--- config.mk ---
export PLATFORM = sky130hd
export DESIGN_NAME = saw_period_meter
export DESIGN_NICKNAME = d
export VERILOG_FILES = /design/src/rtl/saw_meter_pkg.sv /design/src/rtl/rec_fifo.sv /design/src/rtl/saw_period_meter.sv
export SDC_FILE = /design/constraint.sdc
export NUM_CORES = 1
export LEC_CHECK = 0
export CORE_AREA = 2 2 79 118
export DETAILED_ROUTE_END_ITERATION = 6
export DIE_AREA = 0 0 81 120
export PLACE_DENSITY = 0.82
export SLEW_MARGIN = 20
export SYNTH_ARGS = -nofsm -noshare
export SYNTH_HDL_FRONTEND = slang
export SYNTH_SLANG_ARGS = --single-unit
--- constraint.sdc ---
create_clock -name clk -period 4 [get_ports clk]
set_clock_uncertainty 0.1 [all_clocks]
set_input_delay 0.4 -clock clk [delete_from_list [all_inputs] [get_ports clk]]
set_output_delay 0.4 -clock clk [all_outputs]
set_load 0.01 [all_outputs]
--- src/rtl/saw_meter_pkg.sv ---
`default_nettype none
// ============================================================================
//  Module      : saw_meter_pkg
//  Description : Shared types and constants for the sawtooth period meter:
//                measurement state encoding, record layout and default
//                widths.
//  Revision    : 1.0 - initial release
// ============================================================================
package saw_meter_pkg;

    localparam int DATA_W_DEF = 8;
    localparam int PER_W_DEF  = 9;

    // Measurement FSM states.
    typedef enum logic [1:0] {
        IDLE    = 2'd0,
        SYNC    = 2'd1,
        MEASURE = 2'd2
    } meter_state_t;

    // One record at the default widths. The FIFO stores records packed in
    // this same order, {peak, period}, at whatever widths the top is given.
    typedef struct packed {
        logic [DATA_W_DEF-1:0] peak;
        logic [PER_W_DEF-1:0]  period;
    } meter_rec_t;

endpackage : saw_meter_pkg
`default_nettype wire

--- src/rtl/rec_fifo.sv ---
`default_nettype none
// ============================================================================
//  Module      : rec_fifo
//  Description : Small synchronous record FIFO with valid/ready pop side.
//                A push is accepted when not full, or when full and a pop
//                happens in the same cycle. Depth must be a power of two
//                (>= 2) so the pointers wrap on their natural width.
//  Ports       : clk, rst_n          - clock, async active-low reset
//                push, push_data     - write request and record
//                pop_ready           - consumer takes head record
//                pop_valid, pop_data - head present / head record (raw)
//                full, empty, level  - occupancy status
//  Revision    : 1.0 - initial release
// ============================================================================
module rec_fifo #(
    parameter int WIDTH = 17,
    parameter int DEPTH = 4
) (
    input  logic                     clk,
    input  logic                     rst_n,
    input  logic                     push,
    input  logic [WIDTH-1:0]         push_data,
    input  logic                     pop_ready,
    output logic                     pop_valid,
    output logic [WIDTH-1:0]         pop_data,
    output logic                     full,
    output logic                     empty,
    output logic [$clog2(DEPTH):0]   level
);

    localparam int                 c_PTR_W    = $clog2(DEPTH);
    localparam logic [c_PTR_W:0]   c_FULL_LVL = (c_PTR_W+1)'(DEPTH);

    logic [WIDTH-1:0]   r_mem [DEPTH];
    logic [c_PTR_W-1:0] r_wr_ptr;
    logic [c_PTR_W-1:0] r_rd_ptr;
    logic [c_PTR_W:0]   r_level;
    logic               w_pop;
    logic               w_push_ok;

    assign empty     = (r_level == '0);
    assign full      = (r_level == c_FULL_LVL);
    assign pop_valid = ~empty;
    assign level     = r_level;
    assign pop_data  = r_mem[r_rd_ptr];

    assign w_pop     = pop_valid & pop_ready;
    // When full, a same-cycle pop frees the slot the push lands in.
    assign w_push_ok = push & (~full | w_pop);

    always_ff @(posedge clk or negedge rst_n) begin
        if (!rst_n) begin
            r_wr_ptr <= '0;
            r_rd_ptr <= '0;
            r_level  <= '0;
        end else begin
            if (w_push_ok) r_wr_ptr <= r_wr_ptr + 1'b1;
            if (w_pop)     r_rd_ptr <= r_rd_ptr + 1'b1;
            case ({w_push_ok, w_pop})
                2'b10:   r_level <= r_level + 1'b1;
                2'b01:   r_level <= r_level - 1'b1;
                default: r_level <= r_level;
            endcase
        end
    end

    // Storage needs no reset: the head is only meaningful while not empty.
    always_ff @(posedge clk) begin
        if (w_push_ok) r_mem[r_wr_ptr] <= push_data;
    end

endmodule : rec_fifo
`default_nettype wire

--- src/rtl/saw_period_meter.sv ---
`default_nettype none
// ============================================================================
//  Module      : saw_period_meter
//  Description : Measures the period and peak of a sawtooth sample stream.
//                A wrap is a sample of 0 following a non-zero sample. After
//                one synchronising wrap, each following wrap closes a period
//                and pushes {peak, period} into a record FIFO.
//  Ports       : clk, rst_n            - clock, async active-low reset
//                ena                   - measurement enable
//                sample_in             - sawtooth sample, one per cycle
//                ovf_clr               - clears the sticky overflow flag
//                out_ready/out_valid   - record handshake
//                out_peak, out_period  - head record (0 when empty)
//                fifo_level            - stored record count
//                overflow              - sticky, a record was dropped
//  Revision    : 1.0 - initial release
// ============================================================================
module saw_period_meter
    import saw_meter_pkg::*;
#(
    parameter int DATA_W = DATA_W_DEF,
    parameter int DEPTH  = 4,
    parameter int PER_W  = PER_W_DEF
) (
    input  logic                     clk,
    input  logic                     rst_n,
    input  logic                     ena,
    input  logic [DATA_W-1:0]        sample_in,
    input  logic                     ovf_clr,
    input  logic                     out_ready,
    output logic                     out_valid,
    output logic [DATA_W-1:0]        out_peak,
    output logic [PER_W-1:0]         out_period,
    output logic [$clog2(DEPTH):0]   fifo_level,
    output logic                     overflow
);

    localparam int               c_REC_W   = DATA_W + PER_W;
    localparam logic [PER_W-1:0] c_PER_MAX = '1;

    meter_state_t        r_state;
    meter_state_t        w_state_nxt;
    logic [DATA_W-1:0]   r_prev_sample;
    logic [DATA_W-1:0]   r_peak;
    logic [DATA_W-1:0]   w_peak_nxt;
    logic [PER_W-1:0]    r_count;
    logic [PER_W-1:0]    w_count_nxt;
    logic [PER_W-1:0]    w_count_inc;
    logic                r_overflow;
    logic                w_wrap;
    logic                w_push;
    logic                w_drop;
    logic                w_full;
    logic                w_empty;
    logic [c_REC_W-1:0]  w_push_rec;
    logic [c_REC_W-1:0]  w_head_rec;

    assign w_wrap      = (sample_in == '0) && (r_prev_sample != '0);
    assign w_count_inc = (r_count == c_PER_MAX) ? r_count : r_count + 1'b1;
    assign w_push_rec  = {r_peak, r_count};

    always_comb begin
        w_state_nxt = r_state;
        w_count_nxt = r_count;
        w_peak_nxt  = r_peak;
        w_push      = 1'b0;
        if (!ena) begin
            // Abandon any partial period; stored records are untouched.
            w_state_nxt = IDLE;
            w_count_nxt = '0;
            w_peak_nxt  = '0;
        end else begin
            case (r_state)
                IDLE: begin
                    w_state_nxt = SYNC;
                end
                SYNC: begin
                    if (w_wrap) begin
                        w_state_nxt = MEASURE;
                        w_count_nxt = PER_W'(1);
                        w_peak_nxt  = '0;
                    end else begin
                        // Keep counting while waiting so a stuck-at-zero
                        // input shows up as a saturated count.
                        w_count_nxt = w_count_inc;
                    end
                end
                MEASURE: begin
                    if (w_wrap) begin
                        w_push      = 1'b1;
                        w_count_nxt = PER_W'(1);
                        w_peak_nxt  = '0;
                    end else begin
                        w_count_nxt = w_count_inc;
                        w_peak_nxt  = (sample_in > r_peak) ? sample_in : r_peak;
                    end
                end
                default: begin
                    w_state_nxt = IDLE;
                end
            endcase
        end
    end

    // A record is lost only when full and the consumer is not popping.
    assign w_drop = w_push & w_full & ~(out_valid & out_ready);

    always_ff @(posedge clk or negedge rst_n) begin
        if (!rst_n) begin
            r_state       <= IDLE;
            r_prev_sample <= '0;
            r_count       <= '0;
            r_peak        <= '0;
            r_overflow    <= 1'b0;
        end else begin
            r_state       <= w_state_nxt;
            r_prev_sample <= sample_in;
            r_count       <= w_count_nxt;
            r_peak        <= w_peak_nxt;
            // A drop in the same cycle as a clear wins.
            r_overflow    <= w_drop | (r_overflow & ~ovf_clr);
        end
    end

    rec_fifo #(
        .WIDTH (c_REC_W),
        .DEPTH (DEPTH)
    ) u_rec_fifo (
        .clk       (clk),
        .rst_n     (rst_n),
        .push      (w_push),
        .push_data (w_push_rec),
        .pop_ready (out_ready),
        .pop_valid (out_valid),
        .pop_data  (w_head_rec),
        .full      (w_full),
        .empty     (w_empty),
        .level     (fifo_level)
    );

    // Storage is not reset, so force a clean zero head while empty.
    assign out_peak   = w_empty ? '0 : w_head_rec[c_REC_W-1 -: DATA_W];
    assign out_period = w_empty ? '0 : w_head_rec[PER_W-1:0];
    assign overflow   = r_overflow;

endmodule : saw_period_meter
`default_nettype wire

==> run summary, run 1 <==
Status -> finished clean
# IOs -> 35
Max Buffers Root-to-Sink -> 2
Drt pass-1 iters -> 4
RSZ-0062 raised after global routing -> false
Routed wire length -> 8510 um
Num rows -> 42
DR iter-0 viols -> 167
Top cell type's share of synthesized area -> 0.440
Sequential power share -> 0.437
Worst IR Drop VDD -> 291 uV
Slew Viols, Final -> 0
Internal power -> 2220 uW
Type of the worst setup path -> reg2out
Logic gate share of total power -> 0.307
Final worst slack -> 0.843 ns
RD Place Congestion -> 0.833
Primary FF master, synth -> edfxtp_1
Avg Cell Area, Syn -> 14.8 sq um
Core ar. -> 8720 sq um
Relative slew margins -> 0.449
Pin count of the biggest net entering global routing -> 36
Vias per inst -> 5.85
WP data arrival -> 2.66 ns
Number of port buffers -> 34
Number of synthesis warnings -> 0
Leakage power -> 0.00208 uW
Top cells by count, synth -> 68 x edfxtp_1, 35 x dfrtp_1, 23 x and2_1, 19 x ha_1, 19 x inv_1
First-pass GRT wire length -> 14000 um
Tmin final -> 3.16 ns
P&R area growth vs syn -> 16.4%
H-tree depth -> 3
Hold Crit Class -> in2async
Antenna diodes -> 0
Place WS -> 0.788 ns
Nets -> 386
Final Hold Viols -> 0
Switching power -> 895 uW
Grt total ovfl -> 0
Peak Freq -> 317 MHz
DRT antenna net count -> 0
Final Core Density -> 0.619
CP max FO -> 15
Slew at the pin closest to its max-slew limit -> 0.827 ns
Global-route usage over all layers -> 0.196
Distinct cell type count after synthesis -> 43
Syn nets -> 346
Initial core utilization -> 0.532
Register area share after synthesis -> 0.629
Die area -> 9720 sq um
Post-CTS Setup Bufs -> 0
Area of the mapped netlist -> 4640 sq um
Largest stage delay on the critical path -> 0.88 ns
DR DRC count -> 0
CP Data Required Time -> 3.50 ns
Post-synth EDFFs -> 68
Period utilisation layout -> 0.789
DP Area -> 5130 sq um
Setup Viol. Count Final -> 0
Yosys reg bits -> 103
Setup TNS -> 0 ns
Fin area -> 5400 sq um
Pwr Density -> 577 nW/um^2
Clock transition at path regs -> 0.06 ns
Via count -> 2739
Vias in the first global route -> 2804
Critical path launch point type -> flop
Synth top area cells -> edfxtp_1 44%, dfrtp_1 19%, mux4_2 8.3%
Fraction of layout cells with a size suffix above 1 -> 0.128
Maxcap violations -> 0
Synth async-reset ratio -> 0.340
CTS tree -> built
Die Y-Extent -> 120 um
Dpl hpwl -> 5730 um
Clock Latency Late Sink -> 0.34 ns
Post-DR wirelength/cell -> 18.2 um
Worst Setup End Kind -> output port
Clock share of power -> 0.256
Critical path cell sequence -> buf_4 -> mux4_2 -> and2_1 -> clkdlybuf4s50_1
Chip Width -> 81 um
Antenna violations before repair -> 0
Total CTS buffers -> 9
Syn Inst Count -> 313
Count leader, synth -> edfxtp_1
CTS Hold Buffers Added -> 0
Post-CTS sizing -> 0
Clock tree sinks -> 103
Clock root cell -> clkbuf_16
Slowest CP cell -> dfrtp_1
Area leader, netlist -> edfxtp_1
Sw frac -> 0.287
-- power groups by stage --
stage / Clock, uW / Sequential (uW) / Combinational [uW]
floorplan: 0 / 1290 / 651
global placement: 0 / 1380 / 946
detailed placement: 0 / 1390 / 963
CTS: 813 / 1370 / 969
global route: 851 / 1380 / 1040
finish: 798 / 1360 / 957
-- sequential cells by signal, indices dropped and copies added, names as in the netlist --
name,cells
overflow,1
u_rec_fifo.r_wr_ptr,2
u_rec_fifo.level,3
r_state,2
r_count,9
r_prev_sample,8
r_peak,8
u_rec_fifo.r_mem,68
u_rec_fifo.r_rd_ptr,2
-- path summary, 6_finish.rpt --
kind / from / to / slack (ns) / cells after the start
max in group asynchronous: rst_n / r_count[3] / 3.07 / 2
min reg2reg: u_rec_fifo.level[2] / u_rec_fifo.level[2] / 0.42 / 1
max reg2reg: r_prev_sample[1] / u_rec_fifo.level[2] / 1.31 / 12
min: rst_n / u_rec_fifo.r_rd_ptr[0] / 0.39 / 2
max: u_rec_fifo.r_rd_ptr[0] / out_period[4] / 0.84 / 4
min in group clk: u_rec_fifo.level[2] / u_rec_fifo.level[2] / 0.42 / 1
-- metrics by stage --
stage,instances,hold slack [ns],power [uW]
2_1_floorplan,313,0.00441,1940
3_3_place_gp,452,0.393,2330
3_5_place_dp,452,0.406,2350
4_1_cts,468,0.412,3150
5_1_grt,468,0.438,3280
6_report,468,0.389,3110
-- final cells by class --
| type | instances | area [sq um] |
|---|---|---|
| inverter | 19 | 71.3 |
| sequential | 103 | 2920 |
| timing repair buffer | 43 | 408 |
| multi-input combinational | 177 | 1590 |
| clock buffer | 14 | 264 |
| tap | 110 | 138 |
| fill | 667 | 3320 |
| clock inverter | 2 | 7.51 |
-- kinds of logic after synthesis --
family / Yosys count / synth area share
buffers and inverters: 33 / 0.0278
XOR/XNOR: 6 / 0.0113
flip-flops: 103 / 0.629
AO/OA/AOI/OAI: 43 / 0.0744
multiplexers: 21 / 0.0917
AND/OR/NAND/NOR: 87 / 0.111
adder cells (fa/ha/maj): 20 / 0.0555
-- per-layer routing --
layer | part of all wire | GRT usage | vias to the layer above
met3 | 0.051 | 0.0391 | 19
met4 | 0.028 | 0.0932 | 0
met2 | 0.54 | 0.332 | 85
li1 | - | - | 1274
met5 | 0 | 0 | -
met1 | 0.38 | 0.236 | 1361
-- critical path: cells and delay by family, from the launching register on --
kind | cells | cell delay, ns
simple gates | 1 | 0.17
flops | 1 | 0.88
buf+inv | 2 | 0.75
mux | 1 | 0.51
-- cell usage in the layout, fill, tap and decap left out, types with 2 or more instances in the layout --
cell / count
a211o_1: 8
a21oi_1: 9
a22o_1: 2
a31oi_1: 5
and2_1: 23
buf_4: 9
clkbuf_1: 3
clkbuf_16: 9
clkbuf_8: 2
clkdlybuf4s50_1: 34
clkinv_1: 2
dfrtp_1: 35
edfxtp_1: 68
ha_1: 19
inv_1: 19
mux2_2: 2
mux2i_1: 2
mux4_2: 17
nand2_1: 12
nand2b_1: 3
nand3_1: 10
nand4b_1: 2
nor2_1: 9
nor2b_1: 5
nor3_1: 2
nor4_1: 11
o2111a_1: 8
o21ai_0: 5
xnor2_1: 3
xor2_1: 3
(Power assumes the default switching activity.)
==> inputs of run 2 (changes only) <==
--- a/config.mk
+++ b/config.mk
@@ -5,10 +5,10 @@
 export SDC_FILE = /design/constraint.sdc
 export NUM_CORES = 1
 export LEC_CHECK = 0
-export CORE_AREA = 2 2 79 118
+export CORE_AREA = 2 2 81 121
 export DETAILED_ROUTE_END_ITERATION = 6
-export DIE_AREA = 0 0 81 120
-export PLACE_DENSITY = 0.82
+export DIE_AREA = 0 0 83 123
+export PLACE_DENSITY = 0.81
 export SLEW_MARGIN = 20
 export SYNTH_ARGS = -nofsm -noshare
 export SYNTH_HDL_FRONTEND = slang
==> constraint.sdc (replaced) <==
create_clock -name clk -period 2.7 [get_ports clk]
set_clock_uncertainty 0.1 [all_clocks]
set_input_delay 0.27 -clock clk [delete_from_list [all_inputs] [get_ports clk]]
set_output_delay 0.27 -clock clk [all_outputs]
set_load 0.01 [all_outputs]
==> run 2 against run 1 <==
Compared with the run above:
- via count increased by 3.7%
- flip-flop and latch count did not move
- non-clock buffer count up 12
- sequential power grew 43%
- die area up 5.0%
- final area grew 2.8%
- combinational power is 64% higher
- critical path depth unchanged
- largest cell class unchanged
- total power grew 50%
- sequential share of layout area is 1.4 points lower
- critical path type unchanged
- worst hold slack worse by 0.13 ns
- first-iteration DRC count grew 53%
==> run summary, run 2 (same netlist as run 1, synthesis figures left out) <==
Fraction of layout cells with a size suffix above 1 -> 0.165 (was 0.128)
Critical path cell sequence -> buf_4 -> mux4_2 -> and2_1 -> clkdlybuf4s50_1 (unchanged)
Setup Viol. Count Final -> 0 (unchanged)
Die Y-Extent -> 123 um (was 120 um)
Num rows -> 43 (was 42)
Maxcap violations -> 0 (unchanged)
Type of the worst setup path -> reg2out (unchanged)
Tmin final -> 2.57 ns
Critical path launch point type -> flop (unchanged)
# IOs -> 35 (unchanged)
Global-route usage over all layers -> 0.189 (was 0.196)
Dpl hpwl -> 5960 um (was 5730 um)
Pin count of the biggest net entering global routing -> 36 (unchanged)
FILL cells -> 683 (was 667)
Clock transition at path regs -> 0.06 ns (about the same)
H-tree depth -> 3 (unchanged)
Commonest non-fill, non-tap cells in the layout -> 68 x edfxtp_1, 35 x dfrtp_1, 34 x clkdlybuf4s50_1 (unchanged)
WP data arrival -> 2.20 ns (was 2.66 ns)
Via count -> 2841 (was 2739)
Antenna violations before repair -> 0 (unchanged)
Total CTS buffers -> 9 (unchanged)
Worst Path Buf+Inv -> 2 (unchanged)
Vias in the first global route -> 2900 (was 2804)
Initial core utilization -> 0.504 (was 0.532)
Pwr Density -> 841 nW/um^2 (was 577 nW/um^2)
Worst IR Drop VDD -> 664 uV (was 291 uV)
Register area -> 2920 sq um (unchanged)
DRT antenna net count -> 0 (unchanged)
Antenna diodes -> 0 (unchanged)
DP Area -> 5280 sq um (was 5130 sq um)
CP Data Required Time -> 2.33 ns (was 3.50 ns)
DR iter-0 viols -> 256 (was 167)
Setup TNS -> 0 ns (unchanged)
Clock root cell -> clkbuf_16 (unchanged)
CP max FO -> 12 (was 15)
First-pass GRT wire length -> 14600 um (was 14000 um)
Slowest CP cell -> dfrtp_1 (unchanged)
Vias per inst -> 5.89 (was 5.85)
Fin area -> 5550 sq um (was 5400 sq um)
Worst Setup End Kind -> output port (unchanged)
Status -> finished clean (unchanged)
Largest register FFs -> 68 (unchanged)
Slew Viols, Final -> 0 (unchanged)
Chip Width -> 83 um (was 81 um)
Relative slew margins -> 0.632 (was 0.449)
Post-Layout Cell Count -> 482 (was 468)
Period utilisation layout -> 0.950
Die area -> 10200 sq um (was 9720 sq um)
Max Buffers Root-to-Sink -> 2 (unchanged)
Largest stage delay on the critical path -> 0.56 ns (was 0.88 ns)
CTS tree -> built (unchanged)
Reg with most FFs -> u_rec_fifo.r_mem (unchanged)
P&R area growth vs syn -> 19.6% (was 16.4%)
Post-DR wirelength/cell -> 18.4 um (was 18.2 um)
Clock tree sinks -> 103 (unchanged)
Post-CTS Setup Bufs -> 0 (unchanged)
Footprint of the multi-input gates -> 1590 sq um (unchanged)
Final Hold Viols -> 0 (unchanged)
CTS Hold Buffers Added -> 0 (unchanged)
Grt total ovfl -> 0 (unchanged)
Routed wire length -> 8880 um (was 8510 um)
Peak Freq -> 390 MHz
Clock Latency Late Sink -> 0.35 ns (was 0.34 ns)
RD Place Congestion -> 0.860 (was 0.833)
Most common cell after layout, fill and taps aside -> edfxtp_1 (unchanged)
Slew at the pin closest to its max-slew limit -> 0.551 ns (was 0.827 ns)
RSZ-0062 raised after global routing -> false (unchanged)
Biggest regs -> u_rec_fifo.r_mem (68), r_count (9) (unchanged)
DR DRC count -> 0 (unchanged)
Dpl cells -> 466 (was 452)
Core ar. -> 9200 sq um (was 8720 sq um)
Leakage power -> 0.00216 uW (was 0.00208 uW)
Drt pass-1 iters -> 7 (was 4)
Hold Crit Class -> in2async (unchanged)
Cell family contributing the most delay on the critical path -> buffers and inverters (was flip-flops)
Post-CTS sizing -> 0 (unchanged)
Nets -> 398 (was 386)
Number of port buffers -> 34 (unchanged)
-- run 2: cell types whose count changed in the layout (fill, tap and decap cells not counted), moves of 2 or more --
cell      before  now
buf_4          9   16
buf_12         0    5
clkbuf_8       2    0
clkinv_1       2    0
clkinv_2       0    2
-- run 2: final timing paths --
kind | endpoint | cells past startpoint | startpoint | slack, ns
setup / recovery | out_peak[7] | 4 | u_rec_fifo.r_rd_ptr[1] | 0.13
max in group asynchronous | u_rec_fifo.r_wr_ptr[1] | 2 | rst_n | 1.91
min in group clk | r_prev_sample[5] | 1 | sample_in[5] | 0.36
hold / removal | r_prev_sample[2] | 2 | rst_n | 0.26
setup reg to reg | u_rec_fifo.level[2] | 11 | r_prev_sample[0] | 0.32
hold reg to reg | u_rec_fifo.level[2] | 1 | u_rec_fifo.level[2] | 0.42
-- run 2: cell type report --
type                            instances  share of cell area
Inverter                               19              0.0129
Multi-Input combinational cell        177               0.287
Sequential cell                       103               0.526
Clock buffer                           11              0.0419
Tap cell                              112              0.0253
Clock inverter                          5             0.00586
Timing Repair Buffer                   55               0.101
-- run 2: power breakdown --
group	internal [uW]	switching, uW	total [uW]
combinational	869	700	1570
sequential	1800	144	1940
clock	625	532	1160
-- run 2: metrics by stage --
stage / hold WS (ns) / setup slack, ns / total power [uW] / utilization
global placement: 0.396 / 0.142 / 3490 / 0.574
finish: 0.258 / 0.135 / 4670 / 0.603
global route: 0.311 / 0.0438 / 4910 / 0.603
detailed placement: 0.416 / 0.0730 / 3550 / 0.574
floorplan: -0.126 / 0.491 / 2880 / -
CTS: 0.265 / 0.0917 / 4720 / 0.603
-- run 2: metal layers --
| layer | track usage | part of all wire | vias to the layer above |
|---|---|---|---|
| li1 | - | - | 1294 |
| met1 | 0.210 | 0.38 | 1435 |
| met2 | 0.335 | 0.53 | 79 |
| met3 | 0.0427 | 0.047 | 33 |
| met4 | 0.106 | 0.039 | 0 |
| met5 | 0 | 0 | - |
==> inputs of run 3 (changes only) <==
--- a/config.mk
+++ b/config.mk
@@ -5,10 +5,10 @@
 export SDC_FILE = /design/constraint.sdc
 export NUM_CORES = 1
 export LEC_CHECK = 0
-export CORE_AREA = 2 2 81 121
+export CORE_AREA = 2 2 79 118
 export DETAILED_ROUTE_END_ITERATION = 6
-export DIE_AREA = 0 0 83 123
-export PLACE_DENSITY = 0.81
+export DIE_AREA = 0 0 81 120
+export PLACE_DENSITY = 0.82
 export SLEW_MARGIN = 20
 export SYNTH_ARGS = -nofsm -noshare
 export SYNTH_HDL_FRONTEND = slang
==> constraint.sdc (replaced) <==
create_clock -name clk -period 2.83 [get_ports clk]
set_clock_uncertainty 0.1 [all_clocks]
set_input_delay 0.283 -clock clk [delete_from_list [all_inputs] [get_ports clk]]
set_output_delay 0.283 -clock clk [all_outputs]
set_load 0.01 [all_outputs]
==> run 3 against run 2 <==
Compared with the run above:
- utilization increased by 3.3 points
- sequential share of layout area about the same
- combinational power decreased by 6%
- die area decreased by 4.8%
- routed wire length decreased by 0.23%
- final area about the same
- register-to-register slack improved by 0.14 ns
- critical endpoint is now out_peak[0]
- flip-flop and latch count unchanged
==> run summary, run 3 (same netlist as run 1, synthesis figures left out) <==
Commonest non-fill, non-tap cells in the layout -> 68 x edfxtp_1, 35 x dfrtp_1, 34 x clkdlybuf4s50_1 (unchanged)
Largest register FFs -> 68 (unchanged)
Peak Freq -> 382 MHz
Nets -> 396 (was 398)
GR peak layer -> met2 (unchanged)
Tot Pwr -> 4510 uW (was 4670 uW)
Chip Width -> 81 um (was 83 um)
Routed wire length -> 8860 um (was 8880 um)
Die Y-Extent -> 120 um (was 123 um)
Clock root cell -> clkbuf_16 (unchanged)
Clock Latency Late Sink -> 0.34 ns (was 0.35 ns)
Final Core Density -> 0.636 (was 0.603)
Period utilisation layout -> 0.924
Biggest regs -> u_rec_fifo.r_mem (68), r_count (9) (unchanged)
Total CTS buffers -> 9 (unchanged)
Slowest CP cell -> mux4_2 (was dfrtp_1)
RD Place Congestion -> 0.888 (was 0.860)
Number of port buffers -> 34 (unchanged)
Initial core utilization -> 0.532 (was 0.504)
Post-CTS sizing -> 0 (unchanged)
Hold Crit Class -> in2async (unchanged)
Post-DR wirelength/cell -> 18.5 um (was 18.4 um)
Met2 usage -> 0.339 (was 0.335)
Most common cell after layout, fill and taps aside -> edfxtp_1 (unchanged)
Global-route usage over all layers -> 0.203 (was 0.189)
Reg2reg path depth -> 10 (was 11)
Via count -> 2833 (was 2841)
CP max FO -> 19 (was 12)
Largest stage delay on the critical path -> 0.56 ns (about the same)
R2r endpoint -> u_rec_fifo.level[2] (unchanged)
Tmin final -> 2.61 ns
Slew Viols, Final -> 0 (unchanged)
Worst IR Drop VDD -> 375 uV (was 664 uV)
CTS tree -> built (unchanged)
# IOs -> 35 (unchanged)
DRT antenna net count -> 0 (unchanged)
Pin count of the biggest net entering global routing -> 36 (unchanged)
Flop-to-flop setup slack -> 0.46 ns (was 0.32 ns)
Antenna violations before repair -> 0 (unchanged)
Leakage power -> 0.00216 uW (about the same)
Max Buffers Root-to-Sink -> 2 (unchanged)
CP Data Required Time -> 2.45 ns (was 2.33 ns)
Dpl hpwl -> 5870 um (was 5960 um)
Setup Viol. Count Final -> 0 (unchanged)
Core ar. -> 8720 sq um (was 9200 sq um)
DR DRC count -> 0 (unchanged)
Vias per inst -> 5.93 (was 5.89)
Critical path launch point type -> flop (unchanged)
RR Startpoint -> u_rec_fifo.level[0] (was r_prev_sample[0])
Critical path cell sequence -> buf_4 -> mux4_2 -> and2_1 -> clkdlybuf4s50_1 (unchanged)
Antenna diodes -> 0 (unchanged)
Fraction of layout cells with a size suffix above 1 -> 0.163 (was 0.165)
H-tree depth -> 3 (unchanged)
Slew at the pin closest to its max-slew limit -> 0.554 ns (was 0.551 ns)
First-pass GRT wire length -> 14600 um (about the same)
Maxcap violations -> 0 (unchanged)
Setup TNS -> 0 ns (unchanged)
DR iter-0 viols -> 250 (was 256)
P&R area growth vs syn -> 19.5% (was 19.6%)
Final Hold Viols -> 0 (unchanged)
Clock tree sinks -> 103 (unchanged)
Die area -> 9720 sq um (was 10200 sq um)
Drt pass-1 iters -> 5 (was 7)
CTS Hold Buffers Added -> 0 (unchanged)
Pwr Density -> 813 nW/um^2 (was 841 nW/um^2)
WP data arrival -> 2.23 ns (was 2.20 ns)
Reg with most FFs -> u_rec_fifo.r_mem (unchanged)
Type of the worst setup path -> reg2out (unchanged)
Clock transition at path regs -> 0.07 ns (was 0.06 ns)
Grt total ovfl -> 0 (unchanged)
RSZ-0062 raised after global routing -> false (unchanged)
Num rows -> 42 (was 43)
Met1 usage -> 0.256 (was 0.210)
Post-CTS Setup Bufs -> 0 (unchanged)
FILL cells -> 648 (was 683)
Status -> finished clean (unchanged)
Vias in the first global route -> 2862 (was 2900)
GR Util met3 -> 0.0391 (was 0.0427)
Worst Setup End Kind -> output port (unchanged)
Relative slew margins -> 0.630 (was 0.632)
==> run 3: cell types whose count changed in the layout (fill, tap and decap cells not counted) <==
cell        before  now
buf_12           5    4
clkbuf_16        9   10
buf_4           16   15
clkbuf_8         0    1
clkinvlp_4       1    0
clkbuf_1         2    1
==> run 3: how the worst max path moves through the flow <==
stage                            from                  end  cells past startpoint
4_1_cts        u_rec_fifo.r_rd_ptr[0]          out_peak[0]                      4
6_report       u_rec_fifo.r_rd_ptr[0]          out_peak[0]                      4
3_5_place_dp             sample_in[7]  u_rec_fifo.level[1]                      9
3_3_place_gp             sample_in[7]  u_rec_fifo.level[2]                     11
5_1_grt        u_rec_fifo.r_rd_ptr[0]        out_period[8]                      4
2_1_floorplan     u_rec_fifo.level[1]  u_rec_fifo.level[2]                      9
==> run 3: per-layer routing <==
| layer | part of all wire | vias to the layer above | wire [um] |
|---|---|---|---|
| met5 | 0 | - | 0 |
| met4 | 0.026 | 0 | 230 |
| met3 | 0.052 | 17 | 465 |
| met2 | 0.54 | 101 | 4810 |
| met1 | 0.38 | 1425 | 3360 |
| li1 | - | 1290 | - |
==> run 3: through the flow <==
stage | hold WS, ns | cell area (sq um) | setup slack (ns) | std cells
after global routing | 0.299 | 5550 | 0.116 | 478
after CTS | 0.269 | 5550 | 0.156 | 478
after detailed placement | 0.401 | 5250 | 0.198 | 462
after floorplan | -0.113 | 4640 | 0.621 | 313
final | 0.262 | 5550 | 0.216 | 478
after global placement | 0.394 | 5250 | 0.270 | 462
==> run 3: cell type report <==
type                    count  area, sq um  area share
flip-flops and latches    103         2920       0.526
inverters                  19         71.3      0.0129
clock inverters             4         25.0     0.00451
multi-input cells         177         1590       0.287
well taps                 110          138      0.0248
clock buffers              12          268      0.0483
repair buffers             53          533      0.0961
==> run 3: critical path, delay by kind of cell, from the launching register on <==
family | cells | cell delay (ns)
buf+inv | 2 | 0.82
flops | 1 | 0.33
mux | 1 | 0.56
simple gates | 1 | 0.18
==> run 3: power breakdown <==
part	switching (uW)	internal, uW	leakage [uW]	total (uW)
Sequential	122	1710	0.00110	1840
Clock	513	675	0.000148	1190
Combinational	678	806	0.000911	1480
Total	1310	3190	0.00216	4510
==> variant 1: new RTL, flow settings as in run 2 <==
Re-encode `meter_state_t` (3 states) as one-hot, 3 bits wide.
--- a/src/rtl/saw_meter_pkg.sv
+++ b/src/rtl/saw_meter_pkg.sv
@@ -13,8 +13,8 @@
 
     // Measurement FSM states.
-    typedef enum logic [1:0] {
-        IDLE    = 2'd0,
-        SYNC    = 2'd1,
-        MEASURE = 2'd2
+    typedef enum logic [2:0] {
+        IDLE    = 3'b001,
+        SYNC    = 3'b010,
+        MEASURE = 3'b100
     } meter_state_t;
 
Formal check against the unedited RTL: same outputs for any inputs over 10 cycles, from zero or initial values and one cycle with rst_n low; not proved beyond that.
==> variant 1 against run 2 <==
  * Sequential cell count increased by 1
  * Wire length decreased by 13%
  * Critical path depth increased by 5
  * Clock power increased by 6%
  * Power decreased by 9.5%
  * Via count decreased by 12%
  * Area after synthesis decreased by 3.1%
  * Worst setup slack improved by 16 ps
  * Design area decreased by 2.1%
  * Highest routed layer unchanged
  * Largest power group unchanged
==> variant 1: results (changes against run 2) <==
Outcome
  • Status: completed

Synthesis
  • Post-synth top cells: 68 x edfxtp_1, 35 x dfrtp_1, 23 x and2_1
  • Yosys cell types: 48 (+12%)
  • Post-Syn Nets: 311 (-10%)
  • Avg Cell Area, Syn: 16.0 µm² (+7.6%)
  • Ys async rst share: 34.6% (+0.63 points)
  • Register area share after synthesis: 65.5% (+2.6 points)
  • Ranking of synthesized cells by area: edfxtp_1 45%, dfrtp_1 19%, mux4_2 8.5%

Detailed routing
  • DR pass1 iterations: 4 (-3)
  • Via density: 5.47 (-7.2%)
  • Routed wire length: 7720 µm (-13%)
  • Detailed-route via count: 2490 (-12%)
  • DR iter-0 viols: 229 (-11%)

Layout
  • Layout cells sized above 1: 18.4% (+1.9 points)
  • Layout Nets: 367 (-7.8%)

STA
  • Worst slew margin: 51.9% (-11 points)

Power
  • Leak pwr: 2.06 nW (-4.4%)
  • Peak supply drop: 0.000434 V (-35%)

Placed design
  • Routability cong.: 0.865 (+0.66%)
  • DP HPWL: 5450 µm (-8.6%)
  • DP Area: 0.00514 mm² (-2.7%)
  • Post-placement cell count: 439 (-5.8%)

Global routing
  • Vias in the first global route: 2617 (-9.8%)
  • Largest net degree at the start of global routing: 37 (+2.8%)
  • First-pass GRT wire length: 12900 µm (-11%)
  • GRT Total Usage: 16.6% (-2.3 points)

Critical path
  • CP Max Fanout: 5 (-7)

Clock tree
  • CTS H-tree depth: 3 (unchanged)
==> variant 1: cell types whose count changed in the layout (fill, tap and decap cells not counted), moves of 5 or more <==
cell / delta
nand3_1: -7
a221o_1: +8
nand2_1: -5
o2111a_1: -8
xnor2_1: +5
a31oi_1: -5
a21oi_1: -6
a211o_1: -8
==> variant 1: logic make-up after synthesis <==
| kind of cell | synth area share [%] |
|---|---|
| fa+ha+maj | 4.62 |
| flops | 65.5 |
| compound gates | 5.26 |
| xor+xnor | 2.73 |
| simple gates | 10.6 |
| mux | 8.96 |
| buf+inv | 2.39 |
==> variant 1: layout make-up <==
| class | count | area (µm²) | area share, % |
|---|---|---|---|
| tap | 112 | 140 | 2.58 |
| inverter | 15 | 56.3 | 1.04 |
| timing repair buffer | 54 | 553 | 10.2 |
| clock inverter | 3 | 22.5 | 0.414 |
| sequential | 104 | 2940 | 54.2 |
| clock buffer | 13 | 272 | 5.00 |
| multi-input combinational | 154 | 1450 | 26.6 |
==> variant 1: worst max-delay path, stage by stage, from the launching register on <==
cell and delay (ps):
dfrtp_1 420, or4b_2 690, nor3b_2 190, inv_1 70, ha_1 160, inv_1 60
fa_1 370, xor2_1 150, nor2_1 100, xor2_1 170
==> variant 1: where the power goes <==
group / total (mW) / leakage (nW) / internal [mW] / switching [mW]
registers: 1.79 / 1.15 / 1.74 / 0.0473
logic: 1.20 / 0.770 / 0.704 / 0.497
clock network: 1.23 / 0.142 / 0.709 / 0.526
==> variant 1: metal layers <==
| metal | share of wire, % | up-vias | track usage, % |
|---|---|---|---|
| met4 | 3.6 | 0 | 10.2 |
| li1 | - | 1194 | - |
| met2 | 53 | 62 | 28.3 |
| met1 | 41 | 1217 | 20.0 |
| met5 | 0 | - | 0 |
| met3 | 3.2 | 17 | 2.60 |
==> variant 1: metrics by stage <==
stage	util, %	hold WS [ps]	setup WS [ps]
after floorplan	-	-126	191
after global placement	55.9	362	21.6
after detailed placement	55.9	385	-77.4
after CTS	59.1	251	116
after global routing	59.1	302	26.9
final	59.1	243	150
==> variant 1: final timing paths <==
| check | from | to | slack, ps | cells past startpoint |
|---|---|---|---|---|
| max | u_rec_fifo.level[1] | u_rec_fifo.level[2] | 150 | 9 |
| min reg2reg | u_rec_fifo.r_rd_ptr[1] | u_rec_fifo.r_rd_ptr[1] | 390 | 1 |
| min in group clk | sample_in[7] | r_prev_sample[7] | 370 | 1 |
| min | rst_n | r_prev_sample[2] | 240 | 2 |
| max reg2reg | u_rec_fifo.level[1] | u_rec_fifo.level[2] | 150 | 9 |
| max in group asynchronous | rst_n | r_state[0] | 1900 | 2 |
==> variant 2: new RTL, settings of run 2 <==
Made on the original files. Set the package constant `PER_W_DEF` to 18 (it was 9).
--- a/src/rtl/saw_meter_pkg.sv
+++ b/src/rtl/saw_meter_pkg.sv
@@ -10,5 +10,5 @@
 
     localparam int DATA_W_DEF = 8;
-    localparam int PER_W_DEF  = 9;
+    localparam int PER_W_DEF  = 18;
 
     // Measurement FSM states.
Interface: changed (resized out_period); port bits go from 35 to 44. The function was not compared with the original's and may differ.
==> variant 2 against run 2 <==
  * Area after synthesis grew 36%
  * Design area grew 38%
  * Largest power group unchanged
  * Sequential cell count grew 45
  * Worst setup slack lost 28 ps
  * Power grew 52%
  * Non-clock buffer count grew 10
  * Highest routed layer unchanged
  * Sequential power grew 39%
  * Wire length grew 47%
==> variant 2: results (changes against run 2) <==
Placed design
  • DP Area: 0.00704 mm² (+33%)
  • DP HPWL: 7860 µm (+32%)
  • Dpl ws: -127 ps (-200 ps)
  • Post-placement cell count: 557 (+20%)
  • Port bufs: 43 (+26%)
  • Routability cong.: 0.891 (+3.7%)

Global routing
  • GRT Total Usage: 27.8% (+8.9 points)
  • Vias in the first global route: 4179 (+44%)
  • Largest net degree at the start of global routing: 45 (+25%)
  • First-pass GRT wire length: 20800 µm (+43%)
  • Met1 usage: 29.2% (+8.1 points)

Synthesis
  • Yosys cell types: 45 (+4.7%)
  • Xor/xnor cell area share of the yosys netlist: 0.833% (-0.30 points)
  • Ranking of synthesized cells by area: edfxtp_1 49%, dfrtp_1 17%, mux4_2 9.3%
  • Number of enable flip-flop cells after synthesis: 104 (+53%)
  • Post-synthesis compound-gate area fraction: 6.78% (-0.66 points)
  • Post-synth top cells: 104 x edfxtp_1, 44 x dfrtp_1, 31 x and2_1

Min path
  • Hold Path Class: input pin to flip-flop

Detailed routing
  • Met3 Wirelength: 639 µm (+55%)
  • DR pass1 iterations: 5 (-2)
  • Detailed-route via count: 3850 (+36%)
  • Wl on met1: 4600 µm (+35%)
  • Met2 Wirelength: 7330 µm (+55%)

Power
  • Sw Ratio: 27.4% (-2.1 points)
  • Peak supply drop: 0.000755 V (+14%)

Layout
  • Layout cells sized above 1: 18.2% (+1.7 points)
  • Layout Nets: 498 (+25%)

Critical path
  • Arr. time, crit path: 2220 ps (+20 ps)
  • Setup crit start: u_rec_fifo.r_rd_ptr[0]
  • Reg-to-reg critical path startpoint: r_prev_sample[5]
  • Cells on worst reg2reg path: 5 (-6)
  • Crit Reg-Reg Endpoint: r_peak[7]
  • Reg-to-reg slack, setup: 130 ps (-190 ps)
  • Worst Setup EP: out_peak[4]

STA
  • Worst slew margin: 43.8% (-19 points)
  • Fin crit share: 96.1% (+1.1 points)

Clock tree
  • Clk_lat worst skew: 420 ps (+70 ps)

Outcome
  • Status: completed
variant 2: worst max-delay path, cell delays in order (launching register included):
cell	delay (ps)
dfrtp_2	390
buf_6	190
mux4_2	560
and2_1	180
clkdlybuf4s50_1	470
variant 2: cell families after synthesis:
logic type,count (synthesis)
flip-flops,148
AND/OR/NAND/NOR,101
AO/OA/AOI/OAI,56
buffers and inverters,36
multiplexers,29
adder cells (fa/ha/maj),19
XOR/XNOR,6
variant 2: power by group through the flow:
stage          Combinational [mW]  Clock, mW  Sequential [mW]
2_1_floorplan                1.18          0             2.68
3_3_place_gp                 1.96          0             2.72
3_5_place_dp                 2.01          0             2.73
4_1_cts                      2.06       2.37             2.69
5_1_grt                      2.21       2.47             2.70
6_report                     2.05       2.35             2.69
variant 2: timing repair:
| action | CTS | global route |
|---|---|---|
| resized for setup | 0 | 3 |
| endpoints found under the setup margin | 0 | 2 |
| hold buffers | 1 | 0 |
| endpoints found under the hold margin | 44 | 0 |
| buffers inserted | 0 | 1 |
variant 2: worst min path at each step:
stage	slack [ps]	from	endpoint	cells past startpoint
detailed placement	390	rst_n	u_rec_fifo.level[0]	1
global route	280	sample_in[0]	r_prev_sample[0]	1
global placement	370	rst_n	u_rec_fifo.level[0]	1
finish	290	sample_in[7]	r_prev_sample[7]	1
floorplan	-130	rst_n	overflow	0
CTS	270	sample_in[7]	r_prev_sample[7]	1
variant 2: final cells by class:
cell class              instances  area (µm²)  share of cell area, %
clock buffers                  19         443                   5.78
clock inverters                13         158                   2.06
inverters                      23        86.3                   1.13
multi-input cells             211        1950                   25.5
flip-flops and latches        148        4230                   55.1
well taps                     112         140                   1.83
repair buffers                 65         662                   8.63
